===== src/rtl/fiber_stream_sink.sv =====
// Stream sink: accepts tokens under a selectable backpressure pattern,
// classifies them (data / stop / done), captures the first DEPTH non-done
// tokens and keeps saturating statistics until a done token ends the stream.
module fiber_stream_sink #(
    parameter int          DATA_WIDTH = 17,
    parameter int          DEPTH      = 16,
    parameter logic [15:0] LFSR_SEED  = 16'hACE1
) (
    input  logic                     clk,
    input  logic                     rst,
    input  logic                     flush,
    input  logic                     tile_en,
    input  logic [1:0]               stall_mode,
    input  logic [7:0]               gap_cycles,
    input  logic [DATA_WIDTH-1:0]    data_in,
    input  logic                     data_in_valid,
    output logic                     data_in_ready,
    input  logic [$clog2(DEPTH)-1:0] rd_addr,
    output logic [DATA_WIDTH-1:0]    rd_data,
    output logic [$clog2(DEPTH):0]   capture_count,
    output logic [15:0]              data_count,
    output logic [15:0]              stop_count,
    output logic [31:0]              cycle_count,
    output logic                     overflow,
    output logic                     done
);
    localparam int AW = $clog2(DEPTH);
    localparam logic [DATA_WIDTH-1:0] DONE_TOK = DATA_WIDTH'(17'h10100);

    typedef enum logic [1:0] {
        S_IDLE = 2'd0,
        S_RECV = 2'd1,
        S_DONE = 2'd2
    } state_t;

    state_t                state_q, state_d;
    logic [15:0]           lfsr_q, lfsr_d;
    logic [7:0]            gap_q, gap_d;
    logic [AW:0]           cap_cnt_q, cap_cnt_d;
    logic [15:0]           data_cnt_q, data_cnt_d;
    logic [15:0]           stop_cnt_q, stop_cnt_d;
    logic [31:0]           cyc_cnt_q, cyc_cnt_d;
    logic                  ovf_q, ovf_d;
    logic                  cap_we;
    logic [DATA_WIDTH-1:0] mem [DEPTH];

    logic hs, tok_done, tok_stop, cap_full;

    function automatic logic [15:0] sat_inc16(input logic [15:0] v);
        return (v == 16'hFFFF) ? v : v + 16'd1;
    endfunction

    function automatic logic [31:0] sat_inc32(input logic [31:0] v);
        return (v == 32'hFFFF_FFFF) ? v : v + 32'd1;
    endfunction

    // Fibonacci LFSR, taps 16,14,13,11 (bits 15,13,12,10), shifting toward the MSB
    function automatic logic [15:0] lfsr_step(input logic [15:0] v);
        return {v[14:0], v[15] ^ v[13] ^ v[12] ^ v[10]};
    endfunction

    assign tok_done = (data_in == DONE_TOK);
    assign tok_stop = data_in[16] & ~tok_done;
    assign hs       = data_in_valid & data_in_ready;
    // DEPTH is a power of two, so the count MSB alone marks a full buffer
    assign cap_full = cap_cnt_q[AW];

    // Ready is built from registered state and control inputs only, never from valid
    always_comb begin
        data_in_ready = 1'b0;
        if (!rst && tile_en && !flush && state_q != S_DONE) begin
            case (stall_mode)
                2'd1:    data_in_ready = lfsr_q[0];
                2'd2:    data_in_ready = (gap_q == 8'd0);
                default: data_in_ready = 1'b1;
            endcase
        end
    end

    // Next-state for the FSM, backpressure generators, counters and capture pointer
    always_comb begin
        state_d    = state_q;
        lfsr_d     = lfsr_q;
        gap_d      = gap_q;
        cap_cnt_d  = cap_cnt_q;
        data_cnt_d = data_cnt_q;
        stop_cnt_d = stop_cnt_q;
        cyc_cnt_d  = cyc_cnt_q;
        ovf_d      = ovf_q;
        cap_we     = 1'b0;
        if (flush) begin
            // flush wins over everything, including a token on the same edge
            state_d    = S_IDLE;
            lfsr_d     = LFSR_SEED;
            gap_d      = 8'd0;
            cap_cnt_d  = '0;
            data_cnt_d = 16'd0;
            stop_cnt_d = 16'd0;
            cyc_cnt_d  = 32'd0;
            ovf_d      = 1'b0;
        end else begin
            if (tile_en) lfsr_d = lfsr_step(lfsr_q);
            if (hs && stall_mode == 2'd2) gap_d = gap_cycles;
            else if (gap_q != 8'd0)       gap_d = gap_q - 8'd1;
            case (state_q)
                S_IDLE:  if (hs) state_d = tok_done ? S_DONE : S_RECV;
                S_RECV:  if (hs && tok_done) state_d = S_DONE;
                S_DONE:  state_d = S_DONE;
                default: state_d = S_IDLE;
            endcase
            // the first-token cycle and the done-handshake cycle both count as receiving
            if (state_q == S_RECV || state_d == S_RECV) cyc_cnt_d = sat_inc32(cyc_cnt_q);
            if (hs && !tok_done) begin
                if (tok_stop) stop_cnt_d = sat_inc16(stop_cnt_q);
                else          data_cnt_d = sat_inc16(data_cnt_q);
                if (cap_full) begin
                    ovf_d = 1'b1;
                end else begin
                    cap_we    = 1'b1;
                    cap_cnt_d = cap_cnt_q + 1'b1;
                end
            end
        end
    end

    // Control and statistics registers, cleared asynchronously by rst
    always_ff @(posedge clk or posedge rst) begin
        if (rst) begin
            state_q    <= S_IDLE;
            lfsr_q     <= LFSR_SEED;
            gap_q      <= 8'd0;
            cap_cnt_q  <= '0;
            data_cnt_q <= 16'd0;
            stop_cnt_q <= 16'd0;
            cyc_cnt_q  <= 32'd0;
            ovf_q      <= 1'b0;
        end else begin
            state_q    <= state_d;
            lfsr_q     <= lfsr_d;
            gap_q      <= gap_d;
            cap_cnt_q  <= cap_cnt_d;
            data_cnt_q <= data_cnt_d;
            stop_cnt_q <= stop_cnt_d;
            cyc_cnt_q  <= cyc_cnt_d;
            ovf_q      <= ovf_d;
        end
    end

    // Capture storage is plain data and is never cleared
    always_ff @(posedge clk) begin
        if (cap_we) mem[cap_cnt_q[AW-1:0]] <= data_in;
    end

    assign rd_data       = mem[rd_addr];
    assign capture_count = cap_cnt_q;
    assign data_count    = data_cnt_q;
    assign stop_count    = stop_cnt_q;
    assign cycle_count   = cyc_cnt_q;
    assign overflow      = ovf_q;
    assign done          = (state_q == S_DONE);

endmodule

===== config.mk =====
export PLATFORM = sky130hd
export DESIGN_NAME = fiber_stream_sink
export DESIGN_NICKNAME = d
export VERILOG_FILES = /design/src/rtl/fiber_stream_sink.sv
export SDC_FILE = /design/constraint.sdc
export NUM_CORES = 1
export LEC_CHECK = 0
export ABC_AREA = 1
export CORE_UTILIZATION = 40
export DETAILED_ROUTE_END_ITERATION = 12
export SYNTH_ARGS = -nofsm -noshare
export SYNTH_HDL_FRONTEND = slang
export SYNTH_SLANG_ARGS = --single-unit

===== constraint.sdc =====
create_clock -name clk -period 6.15 [get_ports clk]
set_clock_uncertainty 0.15 [all_clocks]
set_input_delay 0.9225 -clock clk [delete_from_list [all_inputs] [get_ports clk]]
set_output_delay 0.9225 -clock clk [all_outputs]
set_load 0.03 [all_outputs]

# Word level (Yosys, flattened, before mapping)
# Memories as Yosys holds them, arrays and structs flattened.
# Cells that the tools add are included.
[word_totals]
ff_bits = 96
latchBits = 0
ramBits = 272
rom_bits = 0
wordCells = 95
n_memories = 1
[memory_table]
columns = ["name", "words", "word_bits", "rd", "rd_ports_with_merged_regs", "write_ports", "line", "text"]
rows = [
  ["mem", 16, 17, 1, 0, 1, "45", "logic [DATA_WIDTH-1:0] mem [DEPTH];"],
]
[op_classes]
addsub = 5
mul = 0
n_div = 0
magnitude_cmp = 0
n_eq_ne = 15
shifts = 0
n_mux = 35
bitwise = 6
n_reduce_logical = 24
[op_table]
columns = ["cell", "n"]
rows = [
  ["2-to-1 mux 16 bit", 10],
  ["2-to-1 mux 32 bit", 3],
  ["adder 16 x 1 -> 16 bit (second input constant)", 2],
  ["adder 32 x 1 -> 32 bit (second input constant)", 1],
  ["equality test 16 bit (second input constant)", 2],
  ["equality test 32 bit (second input constant)", 1],
  ["2-to-1 mux 8 bit", 3],
  ["equality test 17 bit (second input constant)", 1],
  ["2-to-1 mux 5 bit", 3],
  ["!= test 2 bit (second input constant)", 6],
  ["2-to-1 mux 2 bit", 5],
  ["nonzero test 2 bit", 5],
  ["2-to-1 mux 1 bit", 9],
  ["zero test 8 bit", 1],
  ["nonzero test 8 bit", 1],
  ["subtractor 8 x 1 -> 8 bit (second input constant)", 1],
  ["equality test 2 x 1 -> 1 bit (second input constant)", 3],
  ["logical AND 1 bit", 6],
  ["one-hot mux 2 bit (3 select lines)", 1],
  ["AND reduction 2 bit", 3],
  ["AND reduction 3 bit", 2],
  ["adder 5 x 1 -> 5 bit (second input constant)", 1],
  ["equality test 2 bit (second input constant)", 2],
  ["zero test 1 bit", 3],
  ["other kinds (7)", 10],
]

# Logic depth before layout (Yosys ltp)
# Gate-level depths: netlist of run 1.
[depth]
depth_word = 14
depth_mapped = 15
ltp_nobuf = 14

# Least setup slack after synthesis of run 1
# OpenSTA, ideal clock, no wires.
[synth_timing]
path_type = "input port to output port"
start = "input rd_addr[0]"
end = "output rd_data[15]"
arrival_time_ps = 2214
path_slack_ps = 2864
stages = 8
n_path_buf = 4
path_cell_list = "clkbuf_1 > buf_2 > buf_4 > buf_4 > mux2i_1 > o211ai_1 > o211ai_1 > nand2_1"
[synth_via]
elab_chain_len = 1
[synth_lines]
columns = ["item", "line", "text"]
rows = [
  ["start: declaration", "18", "input logic [$clog2(DEPTH)-1:0] rd_addr,"],
  ["memory read (16 x 17 bit)", "n/a", ""],
  ["end: declaration", "19", "output logic [DATA_WIDTH-1:0] rd_data,"],
]
# No other way between the ends.

# Worst setup path after layout of run 1
[layout_timing]
start = "input rd_addr[3]"
end = "output rd_data[14]"
# The elaborated chain is that of the path after synthesis.

==> key figures, run 1 <==
Yosys
  • Async S/R FF share, synth: about a quarter
  • Post-Synth Adder-Cell Area: 0.816%
  • Post-Syn Area: approximately 0.017 mm^2
  • Post-Syn Area per Cell: between 10 and 15 um^2
  • EDFF count, synth: 272
  • Sequential fraction of the synthesis area: 62.7%
  • Mapped Cells: 1555
  • Yosys warning total: 0
  • Net Count, Synth: 1602
  • Synth Flop Type: edfxtp_1
  • Xor and xnor area share after synthesis: 2.13%
  • Post-synthesis simple-gate area fraction: 14.8%
  • Number of synthesized register bits: 368
  • Compound-Gate Fraction of Synth Area: 9.34%
  • Largest family of logic cells by synthesized area: simple AND/OR/NAND/NOR gates
  • Mux contribution to synthesized area: 4.03%
  • Synth cell types: 46

Die
  • Core Area: 0.0412 mm^2
  • Initial core utilization: 41.0%
  • Die X: 207 um
  • Die area: 0.0430 mm^2
  • DIE HEIGHT: 207 um
  • FP Rows: 74
  • I/O pin cnt: 125

Worst setup path
  • CP startpoint kind: input port
  • CP startpoint: rd_addr[3]
  • Arr. time, crit path: between 3 and 4 ns
  • Delay-heaviest family, CP: buffers and inverters
  • CP Max Fanout: 18
  • Slowest stage delay, CP: 0.70 ns
  • Worst Path Buf+Inv: 4
  • Kind of critical path: in -> out
  • CP Depth: 6
  • Worst Reg-to-Reg Cells: 10
  • Critical-path top delay cell: clkinv_1
  • Cell mode on critical path: clkdlybuf4s50_1
  • CP endpoint kind: primary output
  • Worst setup endpoint: rd_data[14]
  • R2R Setup Slk: 2.89 ns
  • Critical-path cell list: clkdlybuf4s50_1 > buf_4 > clkinv_1 > o211ai_1 > nand2_1 > clkdlybuf4s50_1
  • Critical path required time: 5.08 ns
  • Critical register-to-register path startpoint: gap_q[0]$_DFFE_PP0P_
  • Reg2Reg Capture Point: mem[1][6]$_DFFE_PP_

Power and ir drop
  • P per Cell Area: about 280 mW/mm^2
  • Worst vdd rail ir drop: 0.000151 V
  • Leakage power: 7.77 nW
  • Combinational power share: under 10%
  • Flop pwr share: 49.1%
  • Switching Share: 23.7%
  • Clk pwr share: ~42%
  • Switching power total: 1.31 mW
  • Internal: 4.24 mW
  • Total power: 5.56 mW

STA
  • Tcrit/Tclk final: 73.9%
  • FMAX: 220 MHz
  • Final setup margin: 1.60 ns
  • Final Hold Vio Count: 0
  • Worst slew pin tran: 1.29 ns
  • Setup TNS: 0 ns
  • Final slew viol count: 0
  • Minimum clock period: ~4.5 ns
  • Final setup viols: 0
  • Relative slew slack: 14.1%
  • RSZ-0062 raised after global routing: no

CTS
  • CTS buffer count: 41
  • Clk Latency, worst-skew pair: 0.55 ns
  • Worst-path clk slew: 0.05 ns
  • Cts hold-fix bufs: 0
  • H-tree Lvls: 2
  • CTS tree: yes
  • Post-CTS Setup Inserts: 0
  • CTS Root Cell: clkbuf_16
  • Clock Tree Buf Depth: 3
  • Post-cts gate resize count: 0
  • Clk sinks: around 370

Layout
  • # diodes: 0
  • Most frequent cells in the layout: edfxtp_1 (272), nand2_1 (240), inv_1 (175)
  • Final core occ: 48.5%
  • Most common cell after layout, fill and taps aside: edfxtp_1
  • Non-Filler Instances: 2246
  • FF+latch area: 0.0106 mm^2
  • Final #Nets: approximately 1700
  • Synthesis-to-layout area growth: 18.5%
  • Fraction of layout cells with a size suffix above 1: 8.69%
  • Multi-input gate area in the final layout: 0.00528 mm^2
  • Number of fill cells: 3742

Detailed routing
  • Residual DRC: 0
  • Routed WL: 41300 um
  • DR iter-0 viols: slightly below 900
  • Via Count: about 12000
  • Router iterations before antenna repair: 5
  • Vias per std cell: 5.19
  • Drt wl/cell: 18.4 um
  • Remaining antenna violation count: 0

Placement
  • Number of port buffers: 124
  • Worst slack, placed: 1.42 ns
  • GP Congestion: 0.827
  • Placed Instances: between 2000 and 2500
  • HPWL after detailed placement: 24900 um

GRT
  • Largest net degree at the start of global routing: 97
  • Global route total overflow: 0
  • First-pass GRT wire length: 65200 um
  • Overall routing resource usage: about a fifth
  • Initial antenna violation count: 1
  • Vias in the first global route: 11600

Job
  • Max Cap Viol: 0

Hold path
  • Hold Crit Class: reg -> reg

Status
  • Status: finished, final reports clean
-- power by group through the flow --
stage	sequential [mW]	clock (mW)	combinational, mW
floorplan	2.77	0	0.329
finish	2.73	2.35	0.484
global route	2.73	2.49	0.540
detailed placement	2.78	0	0.488
CTS	2.73	2.40	0.490
global placement	2.78	0	0.480
-- routing by layer --
metal / vias to the layer above / GRT usage [%] / share of wire [%]
li1: 5667 / - / -
met1: 5653 / 25.5 / 45
met2: 268 / 31.9 / 47
met3: 58 / 4.21 / 5.8
met4: 2 / 5.28 / 2.1
met5: - / 0 / 0.031
-- state kept, by name, summed over array words and instances, names as in the netlist --
register / cells
cycle_count: 32
state_q: 2
gap_q: 8
lfsr_q: 16
overflow: 1
mem: 272
stop_count: 16
capture_count: 5
data_count: 16
-- stage by stage --
stage	hold WS [ns]	cell area (um^2)
2_1_floorplan	0.299	16900
3_3_place_gp	0.320	18700
3_5_place_dp	0.325	18700
4_1_cts	0.338	20000
5_1_grt	0.357	20000
6_report	0.335	20000
-- kinds of logic after synthesis --
| logic type | Yosys count |
|---|---|
| xor gates and xnor gates | 41 |
| DFF | 368 |
| buffers and inverters | 255 |
| muxes | 68 |
| adders and majority gates | 11 |
| AOI/OAI and AO/OA | 269 |
| and+or+nand+nor | 543 |
-- synthesized netlist by cell type, types with 3 or more instances --
cell type  count  area share [%]
o211ai_1      68             3.0
buf_1          7            0.16
nor2_1       106             2.4
dfrtp_1       88              13
edfxtp_1     272              48
o22ai_1        9            0.33
o21bai_1       4            0.18
o21ai_0       93             2.8
a22oi_1        6            0.27
nand4_1       31             1.1
inv_2          5            0.11
nand3b_1      15            0.67
clkbuf_1      34            0.76
o21ai_1        6            0.18
xnor2_1       14            0.73
dfstp_2        8             1.2
xor2_1        27             1.4
buf_4          6            0.27
nor2_4         3            0.20
inv_1        176             3.9
ha_1          11            0.82
nand3_1       94             2.8
a21oi_1       78             2.3
buf_2         18            0.53
nor4_1         5            0.19
nor3_1        28            0.83
nand2_2        3            0.11
mux2i_1       68             4.0
buf_6          4            0.27
nand3_2        7            0.42
nand2_1      240             5.3
-- worst register-to-register path: stages (launching register included) --
cell,delay (ns)
dfrtp_1,0.37
inv_1,0.14
ha_1,0.16
inv_1,0.05
nor2_1,0.10
nand3_1,0.08
nand2_1,0.12
nand4_2,0.18
nor2_2,0.29
nand2_1,0.21
nor2_2,1.01
-- worst min-delay path by stage --
stage / slack (ns) / cells past startpoint / start / endpoint
after detailed placement: 0.32 / 1 / state_q[1]$_DFF_PP0_ / state_q[0]$_DFF_PP0_
after CTS: 0.34 / 2 / lfsr_q[6]$_DFFE_PP1P_ / lfsr_q[7]$_DFFE_PP1P_
final: 0.34 / 2 / lfsr_q[6]$_DFFE_PP1P_ / lfsr_q[7]$_DFFE_PP1P_
after global routing: 0.36 / 2 / lfsr_q[6]$_DFFE_PP1P_ / lfsr_q[7]$_DFFE_PP1P_
after global placement: 0.32 / 2 / lfsr_q[6]$_DFFE_PP1P_ / lfsr_q[7]$_DFFE_PP1P_
after floorplan: 0.30 / 1 / state_q[1]$_DFF_PP0_ / state_q[0]$_DFF_PP0_
-- cell type report --
class                   instances  area share, %
well taps                     532           3.33
inverters                     185           3.52
repair buffers                157           7.46
multi-input cells             932           26.4
clock buffers                  51           5.52
flip-flops and latches        368           52.9
clock inverters                21          0.863
No activity file was read; power rests on OpenSTA's default activity.
==> inputs of run 2 (changes only) <==
- clock period: 6.15 -> 4.2 ns (I/O delays scaled with it)
==> key figures, run 2 (synthesized netlist as in run 1, its figures left out) <==
Die
  • Die X: 207 um (unchanged)
  • Initial core utilization: 41.0% (unchanged)
  • Core Area: 0.0412 mm^2 (unchanged)
  • FP Rows: 74 (unchanged)
  • I/O pin cnt: 125 (unchanged)
  • DIE HEIGHT: 207 um (unchanged)
  • Die area: 0.0430 mm^2 (unchanged)

Layout
  • Number of fill cells: 3664 (was 3742)
  • Final #Nets: 1761 (was 1732)
  • Synthesis-to-layout area growth: 19.7% (was 18.5%)
  • Non-Filler Instances: 2278 (was 2246)
  • Most common cell after layout, fill and taps aside: edfxtp_1 (unchanged)
  • Layout Cell Area excl Fill: 0.0202 mm^2 (was 0.0200 mm^2)
  • Most frequent cells in the layout: edfxtp_1 (272), nand2_1 (240), inv_1 (175) (unchanged)
  • Final core occ: 49.0% (was 48.5%)
  • # diodes: 0 (unchanged)
  • Max FFs per register: 272 (unchanged)
  • Fraction of layout cells with a size suffix above 1: 11.1% (was 8.69%)

Hold path
  • Hold Path Sink: lfsr_q[7]$_DFFE_PP1P_ (unchanged)
  • Hold path cells: 2 (unchanged)
  • Hold_sp: lfsr_q[6]$_DFFE_PP1P_ (unchanged)
  • Hold Crit Class: reg -> reg (unchanged)

Detailed routing
  • Remaining antenna violation count: 0 (unchanged)
  • Drt wl/cell: 18.8 um (was 18.4 um)
  • Routed WL: 42800 um (was 41300 um)
  • Via Count: 11800 (was 11600)
  • Vias per std cell: 5.19 (about the same)
  • Router iterations before antenna repair: 7 (was 5)
  • Residual DRC: 0 (unchanged)
  • DR iter-0 viols: 823 (was 879)

Power and ir drop
  • Leakage power: 7.92 nW (was 7.77 nW)
  • Worst vdd rail ir drop: 0.000235 V (was 0.000151 V)
  • Total power: 8.09 mW (was 5.56 mW)
  • P per Cell Area: 400 mW/mm^2 (was 278 mW/mm^2)

CTS
  • Clock Tree Buf Depth: 3 (unchanged)
  • Worst-path clk slew: 0.06 ns (was 0.05 ns)
  • CTS Root Cell: clkbuf_16 (unchanged)
  • CTS tree: yes (unchanged)
  • Post-CTS Setup Inserts: 0 (unchanged)
  • H-tree Lvls: 2 (unchanged)
  • Cts hold-fix bufs: 0 (unchanged)
  • CTS buffer count: 40 (was 41)
  • Clk Latency, worst-skew pair: 0.53 ns (was 0.55 ns)
  • Clk sinks: 368 (unchanged)
  • Post-cts gate resize count: 0 (unchanged)

STA
  • RSZ-0062 raised after global routing: no (unchanged)
  • Relative slew slack: 46.3% (was 14.1%)
  • Final Hold Vio Count: 0 (unchanged)
  • Hold_ws: 0.340 ns (was 0.335 ns)
  • Final slew viol count: 0 (unchanged)
  • Final setup viols: 0 (unchanged)
  • Final setup margin: 0.846 ns (was 1.60 ns)
  • Worst slew pin tran: 0.806 ns (was 1.29 ns)
  • FMAX: 298 MHz
  • Minimum clock period: between 3 and 4 ns
  • Setup TNS: 0 ns (unchanged)
  • Tcrit/Tclk final: 79.9%

Placement
  • Placed Instances: 2204 (was 2174)
  • Placed inst area: 0.0190 mm^2 (was 0.0187 mm^2)
  • GP Congestion: 0.839 (was 0.827)
  • HPWL after detailed placement: 28300 um (was 24900 um)
  • Worst slack, placed: 0.762 ns (was 1.42 ns)
  • Number of port buffers: 124 (unchanged)

Worst setup path
  • Worst Reg-to-Reg Cells: 11 (was 10)
  • Reg2Reg Capture Point: mem[5][5]$_DFFE_PP_ (was mem[1][6]$_DFFE_PP_)
  • Critical path required time: 3.42 ns (was 5.08 ns)
  • Arr. time, crit path: 2.57 ns (was 3.47 ns)
  • CP endpoint kind: primary output (unchanged)
  • CP startpoint kind: input port (unchanged)
  • R2R Setup Slk: 1.58 ns (was 2.89 ns)
  • CP Max Fanout: 48 (was 18)
  • Critical register-to-register path startpoint: gap_q[0]$_DFFE_PP0P_ (unchanged)
  • Kind of critical path: in -> out (unchanged)

GRT
  • First-pass GRT wire length: 67400 um (was 65200 um)
  • Initial antenna violation count: 1 (unchanged)
  • Global route total overflow: 0 (unchanged)
  • Vias in the first global route: 11700 (was 11600)
  • Largest net degree at the start of global routing: 97 (unchanged)
  • Overall routing resource usage: 20.1% (was 19.3%)

Status
  • Status: finished, final reports clean (unchanged)

Job
  • Max Cap Viol: 0 (unchanged)
[run 2: final cells by class]
class | count | area (um^2) | share of cell area (%)
clock buffer | 48 | 1050 | 5.21
clock inverter | 26 | 195 | 0.966
inverter | 185 | 703 | 3.48
multi-input combinational | 932 | 5280 | 26.1
sequential | 368 | 10600 | 52.4
tap | 532 | 666 | 3.29
timing repair buffer | 187 | 1730 | 8.54
[run 2: critical path: stages]
cell and delay, ns:
buf_6 0.22, buf_12 0.29, mux2i_1 0.10, o21ai_0 0.42, o211ai_1 0.14, nand2_1 0.09
clkdlybuf4s50_1 0.66
[run 2: how the worst max path moves through the flow]
| stage | depth (start not counted) | slack (ns) | startpoint | endpoint |
|---|---|---|---|---|
| after detailed placement | 10 | 0.76 | data_in[7] | mem[9][6]$_DFFE_PP_ |
| after global placement | 10 | 0.76 | data_in[7] | mem[9][5]$_DFFE_PP_ |
| after CTS | 5 | 0.79 | rd_addr[3] | rd_data[7] |
| after floorplan | 1 | 0.93 | rst | capture_count[0]$_DFFE_PP0P_ |
| final | 7 | 0.85 | rd_addr[0] | rd_data[7] |
| after global routing | 7 | 0.70 | rd_addr[0] | rd_data[7] |
[run 2: per-layer routing]
| metal | routed length [um] | global-route usage [%] | vias to the layer above |
|---|---|---|---|
| li1 | - | - | 5746 |
| met1 | 19000 | 27.5 | 5664 |
| met2 | 20100 | 32.5 | 332 |
| met3 | 2340 | 3.01 | 74 |
| met4 | 1390 | 7.18 | 2 |
| met5 | 11 | 0 | - |
[run 2: where the power goes]
part / switching, mW / internal (mW)
Sequential: 0.0257 / 3.97
Combinational: 0.490 / 0.265
Clock: 1.42 / 1.92
==> inputs of run 3 (changes only) <==
- clock period: 4.2 -> 3 ns (I/O delays scaled with it)
==> key figures, run 3 (synthesized netlist as in run 1, its figures left out) <==
Detailed routing
  • Via Count: 12000 (was 11800)
  • Routed WL: 43100 um (was 42800 um)
  • Residual DRC: 0 (unchanged)
  • Remaining antenna violation count: 0 (unchanged)
  • DR iter-0 viols: 889 (was 823)
  • Drt wl/cell: 18.7 um (was 18.8 um)
  • Router iterations before antenna repair: 5 (was 7)
  • Vias per std cell: 5.20 (was 5.19)

Worst setup path
  • Critical path required time: 2.40 ns (was 3.42 ns)
  • Critical-path top delay cell: clkdlybuf4s50_1 (unchanged)
  • Critical-path cell list: buf_6 > buf_4 > mux2i_1 > o21ai_0 > o211ai_1 > nand2_1 > clkdlybuf4s50_1 (was buf_6 > buf_12 > mux2i_1 > o21ai_0 > o211ai_1 > nand2_1 > clkdlybuf4s50_1)
  • Arr. time, crit path: 2.30 ns (was 2.57 ns)
  • CP Max Fanout: 31 (was 48)
  • Worst Reg-to-Reg Cells: 11 (unchanged)
  • CP startpoint kind: input port (unchanged)
  • CP endpoint kind: primary output (unchanged)
  • Kind of critical path: in -> out (unchanged)
  • Slowest stage delay, CP: 0.61 ns (was 0.66 ns)

Layout
  • Non-Filler Instances: 2307 (was 2278)
  • Synthesis-to-layout area growth: 22.3% (was 19.7%)
  • Max FFs per register: 272 (unchanged)
  • Most frequent cells in the layout: edfxtp_1 (272), nand2_1 (240), inv_1 (175) (unchanged)
  • # diodes: 0 (unchanged)
  • Fraction of layout cells with a size suffix above 1: 12.5% (was 11.1%)
  • Number of fill cells: 3654 (was 3664)
  • Final #Nets: 1792 (was 1761)
  • Final core occ: 50.1% (was 49.0%)
  • Most common cell after layout, fill and taps aside: edfxtp_1 (unchanged)

Die
  • DIE HEIGHT: 207 um (unchanged)
  • Core Area: 0.0412 mm^2 (unchanged)
  • I/O pin cnt: 125 (unchanged)
  • Die area: 0.0430 mm^2 (unchanged)
  • Initial core utilization: 41.0% (unchanged)
  • FP Rows: 74 (unchanged)
  • Die X: 207 um (unchanged)

STA
  • RSZ-0062 raised after global routing: no (unchanged)
  • Relative slew slack: 46.0% (was 46.3%)
  • Hold_ws: 0.244 ns (was 0.340 ns)
  • Final setup margin: 0.0957 ns (was 0.846 ns)
  • Final Hold Vio Count: 0 (unchanged)
  • Worst slew pin tran: 0.810 ns (was 0.806 ns)
  • Tcrit/Tclk final: 96.8%
  • FMAX: 344 MHz
  • Final slew viol count: 0 (unchanged)
  • Minimum clock period: 2.90 ns
  • Final setup viols: 0 (unchanged)

Power and ir drop
  • P per Cell Area: 558 mW/mm^2 (was 400 mW/mm^2)
  • Leakage power: 8.14 nW (was 7.92 nW)
  • Worst vdd rail ir drop: 0.000340 V (was 0.000235 V)

CTS
  • Clk sinks: 368 (unchanged)
  • CTS Root Cell: clkbuf_16 (unchanged)
  • CTS tree: yes (unchanged)
  • Post-cts gate resize count: 2 (was 0)
  • CTS buffer count: 41 (was 40)
  • Clock Tree Buf Depth: 3 (unchanged)
  • Cts hold-fix bufs: 0 (unchanged)
  • H-tree Lvls: 2 (unchanged)
  • Post-CTS Setup Inserts: 0 (unchanged)
  • Worst-path clk slew: 0.06 ns (about the same)
  • Clk Latency, worst-skew pair: 0.54 ns (was 0.53 ns)

Status
  • Status: finished, final reports clean (unchanged)

Placement
  • HPWL after detailed placement: 29500 um (was 28300 um)
  • Placed Instances: 2234 (was 2204)
  • GP Congestion: 0.861 (was 0.839)
  • Worst slack, placed: -0.125 ns (was 0.762 ns)
  • Number of port buffers: 124 (unchanged)

GRT
  • Largest net degree at the start of global routing: 73 (was 97)
  • Vias in the first global route: 12000 (was 11700)
  • Overall routing resource usage: 20.0% (was 20.1%)
  • Initial antenna violation count: 0 (was 1)
  • First-pass GRT wire length: 67500 um (was 67400 um)
  • Global route total overflow: 0 (unchanged)

Job
  • Max Cap Viol: 0 (unchanged)

Hold path
  • Hold Crit Class: in -> async (was reg -> reg)
## run 3: final timing paths
| kind | startpoint | end | slack [ns] |
|---|---|---|---|
| max in group asynchronous | rst | stop_count[2]$_DFFE_PP0P_ | 1.77 |
| hold reg to reg | lfsr_q[14]$_DFFE_PP0P_ | lfsr_q[15]$_DFFE_PP1P_ | 0.34 |
| min in group clk | gap_cycles[3] | gap_q[3]$_DFFE_PP0P_ | 0.32 |
| setup reg to reg | gap_q[0]$_DFFE_PP0P_ | mem[14][16]$_DFFE_PP_ | 0.44 |
| hold / removal | rst | gap_q[0]$_DFFE_PP0P_ | 0.24 |
| setup / recovery | rd_addr[0] | rd_data[8] | 0.1 |
## run 3: final cells by class
cell class | count | area (um^2) | area share (%)
flip-flops and latches | 368 | 10600 | 51.3
repair buffers | 217 | 2140 | 10.4
multi-input cells | 932 | 5280 | 25.6
well taps | 532 | 666 | 3.22
clock buffers | 53 | 1090 | 5.29
inverters | 185 | 706 | 3.42
clock inverters | 20 | 180 | 0.873
## run 3: through the flow
stage               total power [mW]  TNS (ns)  cell area, um^2
detailed placement              6.79    -21.40            19400
global placement                6.77    -16.74            19400
global route                    11.9         0            20600
CTS                             11.6         0            20600
floorplan                       6.36         0            16900
finish                          11.5         0            20600
## run 3: power by group
group / switching, mW / total [mW] / leakage, nW / internal, mW
clock network: 2.00 / 4.83 / 0.624 / 2.83
logic: 0.691 / 1.10 / 3.77 / 0.405
registers: 0.0369 / 5.59 / 3.75 / 5.55
total: 2.73 / 11.5 / 8.14 / 8.78
## run 3: critical path: cells and delay by family
| family | cells | cell delay [ns] |
|---|---|---|
| buffers and inverters | 3 | 1.11 |
| multiplexers | 1 | 0.22 |
| AO/OA/AOI/OAI | 2 | 0.38 |
| AND/OR/NAND/NOR | 1 | 0.12 |
## run 3: layer usage
metal / routed length [um] / track usage, % / vias to the layer above
met1: 18800 / 26.4 / 5813
met3: 2790 / 4.10 / 54
li1: - / - / 5798
met4: 794 / 5.15 / 0
met2: 20600 / 33.7 / 322
met5: 0 / 0 / -
